--- config.mk ---
export PLATFORM = sky130hd
export DESIGN_NAME = clk_mon
export DESIGN_NICKNAME = d
export VERILOG_FILES = /design/src/rtl/clk_mon.sv
export SDC_FILE = /design/constraint.sdc
export NUM_CORES = 1
export LEC_CHECK = 0
export ABC_AREA = 1
export CAP_MARGIN = 20
export CORE_UTILIZATION = 55
export DETAILED_ROUTE_END_ITERATION = 12
export PLACE_DENSITY = 0.84
export SYNTH_ARGS = -nofsm -noshare
export SYNTH_HDL_FRONTEND = slang
export SYNTH_SLANG_ARGS = --single-unit
--- constraint.sdc ---
create_clock -name clk_in -period 4 [get_ports clk_in]
set_input_delay 0.8 -clock clk_in [delete_from_list [all_inputs] [get_ports clk_in]]
set_output_delay 0.8 -clock clk_in [all_outputs]
set_load 0.01 [all_outputs]
--- src/rtl/clk_mon.sv ---
// -----------------------------------------------------------------------------
// clk_mon -- divided-clock frequency monitor
//
// Measures the period of an asynchronous divided clock (div_clk) in cycles of
// the system clock (clk_in). It reports each measured period, declares lock
// after LOCK_COUNT consecutive in-tolerance periods, and raises a sticky fault
// on any out-of-tolerance period or when div_clk stops toggling once
// measurement has started.
//
// Parameters
//   DIV        expected div_clk period in clk_in cycles
//   TOL        allowed deviation from DIV in clk_in cycles
//   LOCK_COUNT consecutive good periods needed for lock (1..15)
//   Legal values: 2*DIV+TOL < 255, DIV > TOL.
//
// Ports
//   clk_in       in   1  system clock, all logic on its rising edge
//   reset        in   1  synchronous active-high reset
//   div_clk      in   1  monitored clock, asynchronous to clk_in
//   period       out  8  last measured div_clk period (clk_in cycles)
//   period_valid out  1  one-cycle pulse when period updates
//   locked       out  1  high while in the LOCKED state
//   fault        out  1  sticky bad-period / timeout flag, cleared by reset
//   dbg_state    out  2  FSM state (0 IDLE, 1 MEASURE, 2 LOCKED)
//
// Handshake: period_valid is a strobe with no back-pressure; period, locked
// and fault are all registered in the same update that raises period_valid,
// so a consumer sampling on the pulse sees a consistent snapshot.
// -----------------------------------------------------------------------------
module clk_mon #(
  parameter int DIV        = 12,
  parameter int TOL        = 1,
  parameter int LOCK_COUNT = 4
) (
  input  logic       clk_in,
  input  logic       reset,
  input  logic       div_clk,
  output logic [7:0] period,
  output logic       period_valid,
  output logic       locked,
  output logic       fault,
  output logic [1:0] dbg_state
);

  typedef enum logic [1:0] {
    ST_IDLE    = 2'd0,
    ST_MEASURE = 2'd1,
    ST_LOCKED  = 2'd2
  } state_t;

  localparam logic [7:0] LP_LO   = 8'(DIV - TOL);
  localparam logic [7:0] LP_HI   = 8'(DIV + TOL);
  localparam logic [7:0] LP_TMO  = 8'(2 * DIV);
  localparam logic [3:0] LP_LOCK = 4'(LOCK_COUNT);

  state_t     r_state;
  logic       r_s1;
  logic       r_s2;
  logic       r_s3;
  logic [7:0] r_cnt;
  logic [3:0] r_good_cnt;
  logic [7:0] r_period;
  logic       r_period_valid;
  logic       r_locked;
  logic       r_fault;

  logic       w_rise;
  logic       w_active;
  logic [7:0] w_period_next;
  logic       w_good;
  logic [3:0] w_good_next;
  logic       w_timeout;

  // r_s1/r_s2 form the synchronizer; r_s3 only remembers the previous
  // synchronized level so a rising edge lasts exactly one clk_in cycle.
  assign w_rise   = r_s2 & ~r_s3;
  assign w_active = (r_state != ST_IDLE);

  // cnt is cleared on the rise cycle, so on the next rise it holds P-1.
  assign w_period_next = (r_cnt == 8'hFF) ? 8'hFF : (r_cnt + 8'd1);
  assign w_good        = (w_period_next >= LP_LO) && (w_period_next <= LP_HI);
  assign w_good_next   = (r_good_cnt >= LP_LOCK) ? LP_LOCK : (r_good_cnt + 4'd1);

  // A rise landing in the same cycle as the threshold wins, so a period of
  // exactly 2*DIV+1 is still measured (and judged bad) rather than timed out.
  assign w_timeout = w_active && !w_rise && (r_cnt == LP_TMO);

  always_ff @(posedge clk_in) begin
    if (reset) begin
      r_s1           <= 1'b0;
      r_s2           <= 1'b0;
      r_s3           <= 1'b0;
      r_cnt          <= 8'd0;
      r_good_cnt     <= 4'd0;
      r_period       <= 8'd0;
      r_period_valid <= 1'b0;
      r_locked       <= 1'b0;
      r_fault        <= 1'b0;
      r_state        <= ST_IDLE;
    end else begin
      r_s1 <= div_clk;
      r_s2 <= r_s1;
      r_s3 <= r_s2;

      if (w_rise) begin
        r_cnt <= 8'd0;
      end else if (r_cnt != 8'hFF) begin
        r_cnt <= r_cnt + 8'd1;
      end

      r_period_valid <= 1'b0;

      case (r_state)
        ST_IDLE: begin
          // First edge only arms measurement; there is no prior edge to
          // measure from, so no period is reported.
          if (w_rise) begin
            r_state    <= ST_MEASURE;
            r_good_cnt <= 4'd0;
          end
        end

        ST_MEASURE, ST_LOCKED: begin
          if (w_rise) begin
            r_period       <= w_period_next;
            r_period_valid <= 1'b1;
            if (w_good) begin
              r_good_cnt <= w_good_next;
              if (w_good_next == LP_LOCK) begin
                r_state  <= ST_LOCKED;
                r_locked <= 1'b1;
              end
            end else begin
              r_good_cnt <= 4'd0;
              r_fault    <= 1'b1;
              r_state    <= ST_MEASURE;
              r_locked   <= 1'b0;
            end
          end else if (w_timeout) begin
            r_fault    <= 1'b1;
            r_locked   <= 1'b0;
            r_good_cnt <= 4'd0;
            r_state    <= ST_IDLE;
          end
        end

        default: begin
          r_state    <= ST_IDLE;
          r_locked   <= 1'b0;
          r_good_cnt <= 4'd0;
        end
      endcase
    end
  end

  assign period       = r_period;
  assign period_valid = r_period_valid;
  assign locked       = r_locked;
  assign fault        = r_fault;
  assign dbg_state    = r_state;

endmodule
## Word level (Yosys, flattened, before mapping)

Index checks and enable logic that the tools add are counted.

| storage, ports and cells | value |
|---|---|
| logic and storage cells | 66 |
| input bits | 3 |
| flip-flop bits (word level) | 28 |

| operators by class | value |
|---|---|
| order comparisons | 3 |
| bitwise gates (word level) | 4 |
| eq/ne operators | 10 |
| muxes and demuxes | 22 |
| reduce and logical (&&, ||, !) cells | 15 |
| $add $sub $neg | 2 |

Operators with widths:

| cell | number |
|---|---|
| 2-to-1 mux 4 bit | 5 |
| 2-to-1 mux 2 bit | 5 |
| AND reduction 3 bit | 3 |
| adder 8 x 1 -> 8 bit (second input constant) | 1 |
| equality test 8 x 5 -> 1 bit (second input constant) | 1 |
| equality test 8 bit (second input constant) | 1 |
| >= comparator 8 x 4 -> 1 bit (second input constant) | 1 |
| <= comparator 8 x 4 -> 1 bit (second input constant) | 1 |
| 2-to-1 mux 1 bit | 8 |
| 2-to-1 mux 8 bit | 1 |
| inequality test 8 bit (second input constant) | 1 |
| case mux 4 bit (2 select lines) | 1 |
| OR reduction 2 bit | 3 |
| adder 4 x 1 -> 4 bit (second input constant) | 1 |
| equality test 4 x 3 -> 1 bit (second input constant) | 1 |
| >= comparator 4 x 3 -> 1 bit (second input constant) | 1 |
| inequality test 2 bit (second input constant) | 2 |
| inequality test 4 bit (second input constant) | 1 |
| case mux 2 bit (2 select lines) | 1 |
| AND reduction 2 bit | 2 |
| nonzero test 2 bit | 2 |
| logical AND 1 bit | 3 |
| inequality test 3 bit (second input constant) | 1 |
| inverter 1 bit | 3 |
| other kinds (6) | 6 |

## Depth between registers and ports, before layout

| logic depth | value |
|---|---|
| depth in word-level cells | 8 |
| depth in mapped cells | 15 |
| depth with buffers taken out | 15 |

## Least setup slack after synthesis

Ideal clock, no wire load.

| timing | value |
|---|---|
| path kind | flip-flop to flip-flop |
| start point | register r_cnt[0] |
| end point | register r_state[0], in the netlist dbg_state[0] |
| setup time | 0.123 ns |
| stages on the path, launching flop included | 16 |
| arrival time | 1.560 ns |
| path buffers | 0 |
| period minus slack after synthesis | 1.683 ns |
| data required time | 3.877 ns |
| slack | 2.317 ns |
| cell sequence | dfxtp_1 > ha_1 > nand3_1 > inv_1 > nand2_2 > inv_4 > nor2_4 > nand3_2 > nor2_2 > nand2_1 > nand2_1 > nand2_1 > nand2_1 > nand2_1 > nand2_1 > nor2_2 |

| on the way | value |
|---|---|
| longest elaborated chain between the ends | 7 |
| elaborated cells on any way between the ends | 14 |
| those cells by class | add/sub: 1; order compare: 2; eq/ne: 4; mux: 4; reduce/logical: 3 |

RTL lines:

| item | RTL line | source |
|---|---|---|
| start: declaration | 60 | `logic [7:0] r_cnt;` |
| start signal: assignment | 108 | `r_cnt <= r_cnt + 8'd1;` |
| adder 8 x 1 -> 8 bit or equality test 8 bit (tied branches) | 80 | `assign w_period_next = (r_cnt == 8'hFF) ? 8'hFF : (r_cnt + 8'd1);` |
| 2-to-1 mux 8 bit | 80 |  |
| >= comparator 8 x 4 -> 1 bit or <= comparator 8 x 4 -> 1 bit (tied branches) | 81 | `assign w_good = (w_period_next >= LP_LO) && (w_period_next <= LP_HI);` |
| logical AND 1 bit | 81 |  |
| 2-to-1 mux 2 bit | 127 | `if (w_good) begin` |
| 2-to-1 mux 2 bit | 124 | `if (w_rise) begin` |
| case mux 2 bit (2 select lines) | 113 | `case (r_state)` |
| end signal: assignment | 118 | `r_state <= ST_MEASURE;` |
| end signal: assignment | 130 | `r_state <= ST_LOCKED;` |
| end signal: assignment | 136 | `r_state <= ST_MEASURE;` |
| end: declaration | 56 | `state_t r_state;` |

Several ways; a longest one is shown, not always the timed one.
A chain may end at the register's enable or synchronous reset.

## Worst setup path in the final report

| timing | value |
|---|---|
| start point | register r_state[1], in the netlist dbg_state[1] |
| end point | output port dbg_state[1] |

RTL lines:

| item | RTL line | source |
|---|---|---|
| start signal: assignment | 99 | `r_state <= ST_IDLE;` |
| start signal: assignment | 118 |  |
| start signal: assignment | 130 |  |
| end: declaration | 42 | `output logic [1:0] dbg_state` |

No word-level cell between the ends.

==> impl_metrics.tcl <==
set metrics [dict create \
    p_leak_uw 0.0007461 \
    ioPinCount 16 \
    drc 0 \
    setup_tns_ps 0 \
    rr_startpoint "dbg_state[1]" \
    cp-end-kind "output pin" \
    setup_violations 0 \
    n_antenna_cell 0 \
    holdPathStages 2 \
    die_area_um2 2695 \
    grt_start_max_net_pins 19 \
    yosysTopAreaCellShare_pct 40.91 \
    switching_share_pct 32.78 \
    p_per_area_nw_per_um2 486.1 \
    holdCritStartpoint "r_s1" \
    drtIter0Drc 25 \
    crit_path_max_fanout 3 \
    final_util_pct 70.31 \
    post_cts_resized 0 \
    cts_max_path_buffers 2 \
    grt_pass1_wl_um 4629 \
    synth_cells 185 \
    cts-root-buf "clkbuf_4" \
    synth_top_area_cell "dfxtp_1" \
    cts.sinks 28 \
    first_pass_iters 4 \
    crit_path_max_incr_delay_ps 540 \
    finClkSkew_ps 11.43 \
    drv_cap 0 \
    path_cells "clkdlybuf4s50_1" \
    power.internal_uw 522.9 \
    clkPwrFrac_pct 23.9 \
    die_w_um 51.91 \
    status "complete, no violations" \
    crit_buf_inv 1 \
    vias_per_cell 5.174 \
    grtUsageTotal_pct 23.02 \
    synth-seq-cells 28 \
    cp_slowest_cell "clkdlybuf4s50_1" \
    hold_violations 0 \
    core_area_um2 2276 \
    postCtsHoldBufs 0 \
    final_cell_count_no_fill 230 \
    critical_path.top_delay_family "buffers and inverters" \
    synth_edf_count 0 \
    initial_core_util_pct 60.20 \
    dp.cells 226 \
    max_freq_ghz 0.4823 \
    r2r_slack_ps 1980 \
    syn_area_per_cell_um2 7.406 \
    netlist_top_cells_area "dfxtp_1 41%, inv_1 9.6%, nand2_1 7.9%, nor2_1 7.7%, ha_1 4.6%" \
    syn_to_final_growth_pct 16.80 \
    hold-path-endpoint "r_s2" \
    finalNetCount 211 \
    p_sw_uw 255.0 \
    synthTopCellsByCount "35 x inv_1, 29 x nand2_1, 28 x dfxtp_1, 28 x nor2_1" \
    critPathRequiredTime_ps 3200 \
    min_path_type "flip-flop to flip-flop" \
    timing.rr.end "r_good_cnt[2]" \
    wl_per_cell_um 11.67 \
    drive_gt1_share_pct 13.37 \
    syn_nets 193 \
    tightest_slew_ps 656.6 \
    io_buffers 15 \
    start_kind "flip-flop" \
    cts_tree "yes" \
    ys_seq_area_share_pct 40.91 \
    h-tree-depth 1 \
    slew_violations 0 \
    globalplace.congestion 0.7886 \
    vdd_drop_max_v 0.0003734 \
    synth_ff_type "dfxtp_1" \
    cp.arrival_ps 1270 \
    clkLatencyLatePin_ps 340 \
    ys_types 29 \
    min_period_over_period_pct 51.83 \
    maxSlewHeadroom_pct 56.18 \
    r2r_cells 8 \
    fin_crit_ps 2073 \
    synth.cell_area_um2 1370 \
    die_h_um 51.91 \
    postRouteAntennaNets 0 \
    path_class "flip-flop to output pin" \
    grt-ovfl-total 0 \
    post-cts-setup-buffers 0 \
    yosys_warnings 0 \
    grt_pass1_vias 1108 \
    dp_hpwl_um 2028 \
    dr_total_vias 1190 \
    rsz0062_at_grt "no" \
    synthArstFlopShare_pct 0 \
    antenna_found_initial 0 \
    synth.most_common_cell "inv_1" \
    cts_buffers 3 \
    cts.clk_slew.worst_paths_ps 150 \
    power_frac_comb_pct 32.7 \
    rows 17 \
    drt_wl_total_um 2685 \
    p_seq_share_pct 43.4 \
]
## registers in the layout (all words and copies together) (netlist names)
register / cells
r_s2: 1
period_valid: 1
fault: 1
r_cnt: 8
period: 8
r_s3: 1
r_s1: 1
r_good_cnt: 4
locked: 1
dbg_state: 2
## cell type report
class | count | area (um^2)
Clock buffer | 3 | 22.52
Clock inverter | 1 | 30.03
Fill cell | 178 | 675.6
Inverter | 38 | 145.1
Multi-Input combinational cell | 117 | 656.9
Sequential cell | 28 | 560.5
Tap cell | 28 | 35.03
Timing Repair Buffer | 15 | 150.1
## per-layer routing
layer / track usage, % / up-vias / share of wire [%]
met5: 0 / - / 0
met3: 2.047 / 5 / 3.8
met2: 36.75 / 24 / 45
li1: - / 612 / -
met4: 10.81 / 0 / 1.9
met1: 31.14 / 549 / 50
## power groups by stage
stage / Clock (uW) / Combinational [uW] / Sequential [uW]
6_report: 186 / 254 / 337
3_3_place_gp: 0 / 242 / 342
3_5_place_dp: 0 / 253 / 343
5_1_grt: 198 / 290 / 343
2_1_floorplan: 0 / 168 / 350
4_1_cts: 188 / 256 / 337
## metrics by stage
step / setup WS (ps) / hold WS (ps) / power, uW / instance area [um^2]
floorplan: 2317 / 388.3 / 518.4 / 1370
finish: 1927 / 419.0 / 777.9 / 1600
detailed placement: 1847 / 400.1 / 596.0 / 1548
global placement: 1878 / 398.1 / 584.5 / 1548
global route: 1790 / 430.0 / 830.7 / 1600
CTS: 1920 / 419.5 / 781.4 / 1600
## worst max-delay path by stage
| stage | from | endpoint | slack, ps | depth (start not counted) |
|---|---|---|---|---|
| after global routing | dbg_state[1] | r_good_cnt[2] | 1790 | 8 |
| after floorplan | r_cnt[0] | dbg_state[0] | 2320 | 15 |
| after global placement | reset | r_good_cnt[1] | 1880 | 4 |
| after CTS | dbg_state[1] | dbg_state[1] | 1920 | 1 |
| after detailed placement | reset | r_good_cnt[0] | 1850 | 4 |
| final | dbg_state[1] | dbg_state[1] | 1930 | 1 |
## layout by cell type, fill, tap and decap left out, drive strengths merged
master	count
inv	37
nor2	36
nand2	34
dfxtp	28
clkdlybuf4s50	15
nand3	10
o21ai	8
o211ai	6
ha	5
nor3	4
a31oi	3
clkbuf	3
nand4	3
xnor2	2
nand3b	2
a21oi	2
clkinv	1
o21bai	1
a211oi	1
bufinv	1
## cell families after synthesis
| family | share of synthesized area [%] |
|---|---|
| and+or+nand+nor | 32.15 |
| buffers and inverters | 11.14 |
| DFF | 40.91 |
| AOI/OAI and AO/OA | 9.954 |
| adders and majority gates | 4.566 |
| xor gates and xnor gates | 1.279 |
(Power assumes the default switching activity.)
